### config.mk
export PLATFORM = sky130hd
export DESIGN_NAME = uart_tx_frame
export DESIGN_NICKNAME = d
export VERILOG_FILES = /design/src/rtl/uart_tx_frame.sv
export SDC_FILE = /design/constraint.sdc
export NUM_CORES = 1
export LEC_CHECK = 0
export CORE_MARGIN = 3
export CORE_UTILIZATION = 59
export DETAILED_ROUTE_END_ITERATION = 10
export MAX_ROUTING_LAYER = met4
export PLACE_DENSITY_LB_ADDON = 0.12
export SYNTH_ARGS = -nofsm -noshare
export SYNTH_HDL_FRONTEND = slang
export SYNTH_SLANG_ARGS = --single-unit
### constraint.sdc
create_clock -name CLK -period 3.7 [get_ports CLK]
set_clock_uncertainty 0.05 [all_clocks]
set_input_delay 0.74 -clock CLK [delete_from_list [all_inputs] [get_ports CLK]]
set_output_delay 0.74 -clock CLK [all_outputs]
set_load 0.03 [all_outputs]
### src/rtl/uart_tx_frame.sv
// uart_tx_frame: UART transmitter, start + LSB-first data + optional parity + stop, prescaled bit timing.
// Define UART_TX_TWO_STOP_EN for two stop bits; the port list is the same in both builds.
module uart_tx_frame #(
    parameter int DATA_WIDTH   = 8,
    parameter int CLKS_PER_BIT = 16
) (
    input  logic                  CLK,
    input  logic                  RST,
    input  logic [DATA_WIDTH-1:0] P_DATA,
    input  logic                  Data_Valid,
    input  logic                  PAR_EN,
    input  logic                  PAR_TYP,
    output logic                  TX_OUT,
    output logic                  Busy
);
`ifdef UART_TX_TWO_STOP_EN
    localparam int STOP_CLKS = 2 * CLKS_PER_BIT;
`else
    localparam int STOP_CLKS = CLKS_PER_BIT;
`endif
    localparam int CW = $clog2(2 * CLKS_PER_BIT + 1);
    localparam int BW = $clog2(DATA_WIDTH + 1);

    typedef enum logic [2:0] {IDLE, START, DATA, PARITY, STOP} state_t;

    state_t                state, state_n;
    logic [CW-1:0]         cnt, cnt_n;
    logic [BW-1:0]         bit_cnt, bit_cnt_n;
    logic [DATA_WIDTH-1:0] shift, shift_n;
    logic                  par, par_n, par_en, par_en_n, last, tx_n;

    always_comb begin
        state_n   = state;
        cnt_n     = cnt + CW'(1);
        bit_cnt_n = bit_cnt;
        shift_n   = shift;
        par_n     = par;
        par_en_n  = par_en;
        last      = cnt == (state == STOP ? CW'(STOP_CLKS - 1) : CW'(CLKS_PER_BIT - 1));
        case (state)
            IDLE: begin
                cnt_n = '0;
                if (Data_Valid) begin
                    state_n  = START;
                    shift_n  = P_DATA;
                    par_en_n = PAR_EN;
                    par_n    = PAR_TYP ? ~^P_DATA : ^P_DATA;
                end
            end
            START: if (last) begin
                state_n   = DATA;
                cnt_n     = '0;
                bit_cnt_n = '0;
            end
            DATA: if (last) begin
                cnt_n = '0;
                if (bit_cnt == BW'(DATA_WIDTH - 1))
                    state_n = par_en ? PARITY : STOP;
                else begin
                    bit_cnt_n = bit_cnt + BW'(1);
                    shift_n   = shift >> 1;
                end
            end
            PARITY: if (last) begin
                state_n = STOP;
                cnt_n   = '0;
            end
            STOP: if (last) begin
                state_n = IDLE;
                cnt_n   = '0;
            end
            default: state_n = IDLE;
        endcase
        // Line level is decided from the next state so TX_OUT comes straight off a flop.
        tx_n = state_n == START ? 1'b0 : state_n == DATA ? shift_n[0] : state_n == PARITY ? par_n : 1'b1;
    end

    always_ff @(posedge CLK) begin
        if (RST) begin
            state   <= IDLE;
            cnt     <= '0;
            bit_cnt <= '0;
            shift   <= '0;
            par     <= 1'b0;
            par_en  <= 1'b0;
            TX_OUT  <= 1'b1;
        end else begin
            state   <= state_n;
            cnt     <= cnt_n;
            bit_cnt <= bit_cnt_n;
            shift   <= shift_n;
            par     <= par_n;
            par_en  <= par_en_n;
            TX_OUT  <= tx_n;
        end
    end

    assign Busy = state != IDLE;
endmodule

==> metrics.yaml <==
outcome: "completed"
required_ps: 3870
design.die.area_sq_um: 2870
clockBufferDepth: 2
wire_per_inst_um: 14.8
cts_resized: 0
grt_antenna_before_repair: 0
placedCellCount: 182
h-tree-depth: 1
relSlewSlack_pct: 34.4
min_period_ps: 2750
drt_iter0_drc: 27
power_leakage_nw: 0.569
postCtsSetupBuffers: 0
layout_commonest_cell: "dfxtp_1"
rows: 16
ctsHoldBuffers: 0
min_path_type: "register to register"
grt_pass1_wl_um: 4820
nFillCells: 165
hold_violations: 0
critPathArrivalTime_ps: 2910
cts_tree: "yes"
fin_nets: 175
die_h_um: 53.6
vias: 1123
initial_core_util_pct: 64.9
drcViolationCount: 0
die_w_um: 53.6
post_route_cells_drive_above_1_share_pct: 10.7
drv_cap: 0
synthCells: 149
ys_warn_count: 0
dr.pass1.iters: 4
syn_area_sq_um: 1340
ios: 15
async_reset_ff_share_pct: 0
crit_path_start_kind: "input port"
synthFlopType: "dfxtp_1"
insertion_delay_ps: 310
synth_edf_count: 0
gp_congestion: 0.820
port_buffers: 14
synth_fp_nets: 164
ir_worst_vdd_v: 0.000246
regToRegSetupSlack_ps: 1290
grt_pass1_vias: 1169
ys_ff_latch: 24
grt_max_degree: 20
layout_common_cells: "dfxtp_1 (24), nor2_1 (15), nand2_1 (14), clkdlybuf4s50_1 (14)"
fmax_ghz: 0.364
drt-vias-per-instance: 6.04
antenna_cells: 0
crit_fanout: 11
ys_types: 53
cts_buffers: 3
syn2layout_area_growth_pct: 11.8
stdcell_count: 186
slew_viol_final: 0
post-dp-hpwl_um: 2080
setup_viol: 0
ys_seq_area_share_pct: 35.9
final.setup.tns_ps: 0
path_clk_slew_ps: 120
end_kind: "register"
final_core_util_pct: 72.5
period_share_pct: 74.3
drt_wl_total_um: 2750
worst_pin_slew_ps: 981
placeableCoreArea_sq_um: 2060
cts_sinks: 24
grtUsageTotal_pct: 23.5
grt.overflow.total: 0
cts_root_buffer: "clkbuf_4"
ant_nets: 0
p_per_area_nw_per_um2: 333
syn_area_per_cell_sq_um: 8.98
rsz0062_at_grt: "no"
critPathKind: "input port to register"
path summary, 6_finish.rpt:
path / startpoint / endpoint / cells past startpoint
setup / recovery: Data_Valid / TX_OUT / 5
hold / removal: cnt[0] / cnt[0] / 1
setup reg to reg: state[1] / TX_OUT / 4
hold reg to reg: cnt[0] / cnt[0] / 1
cell families after synthesis:
family          count (synthesis)  share of synthesized area (%)
compound gates                 34                           18.9
xor+xnor                       13                           9.54
fa+ha+maj                       3                           2.62
buf+inv                        12                           5.33
flops                          24                           35.9
mux                             1                          0.748
simple gates                   62                           26.9
layer usage:
metal	GRT usage [%]	up-vias	share of wire [%]
met5	-	-	0
met4	14.9	0	3.7
met3	3.60	13	3.2
met2	40.0	26	51
met1	25.3	536	42
li1	-	548	-
flip-flops by register name, indices dropped and copies added (netlist names):
name	count
par	1
TX_OUT	1
cnt	6
shift	8
par_en	1
bit_cnt	4
state	3
worst max-delay path, cell delays in order:
cell and delay, ps:
clkdlybuf4s50_1 510, nor4b_2 810, and2b_2 310, or3_1 320
o211a_1 220
report_power, final:
| part | switching, mW | internal (mW) |
|---|---|---|
| sequential | 0.00802 | 0.269 |
| clock | 0.0777 | 0.0601 |
| combinational | 0.0379 | 0.0445 |
Yosys cell counts (2+ instances only):
cell type  number  area share [%]
nand2_1        14             3.9
dfxtp_1        24              36
nand3_1         4             1.5
a31oi_1         2            0.94
o21ba_2         2             1.5
nor3b_1         2             1.1
clkbuf_1        2            0.56
nor3_1          2            0.75
and2_1          2            0.94
buf_2           3             1.1
a22oi_1         6             3.4
xor2_1          3             2.0
inv_1           3            0.84
a21oi_1         9             3.4
ha_1            2             1.9
o21bai_1        2             1.1
xnor2_1         9             5.9
o21ai_0         3             1.1
nor2_1         15             4.2
buf_6           2             1.7
nor2b_1         3             1.4
and3_1          4             1.9
through the flow:
step                      setup WS [ps]  area (sq um)  total power [mW]  hold WS [ps]
final                               952          1500             0.498           396
after global routing                830          1500             0.522           431
after CTS                           960          1500             0.503           403
after detailed placement            630          1460             0.365           384
after global placement              730          1460             0.361           373
after floorplan                    1610          1340             0.335           363
final cells by class:
type                    count  area (sq um)  area share (%)
clock buffers               4          36.3            2.43
inverters                   3          11.3           0.753
multi-input cells         113           786            52.6
flip-flops and latches     24           480            32.1
well taps                  27          33.8            2.26
repair buffers             15           148            9.87
(Power assumes the default switching activity.)
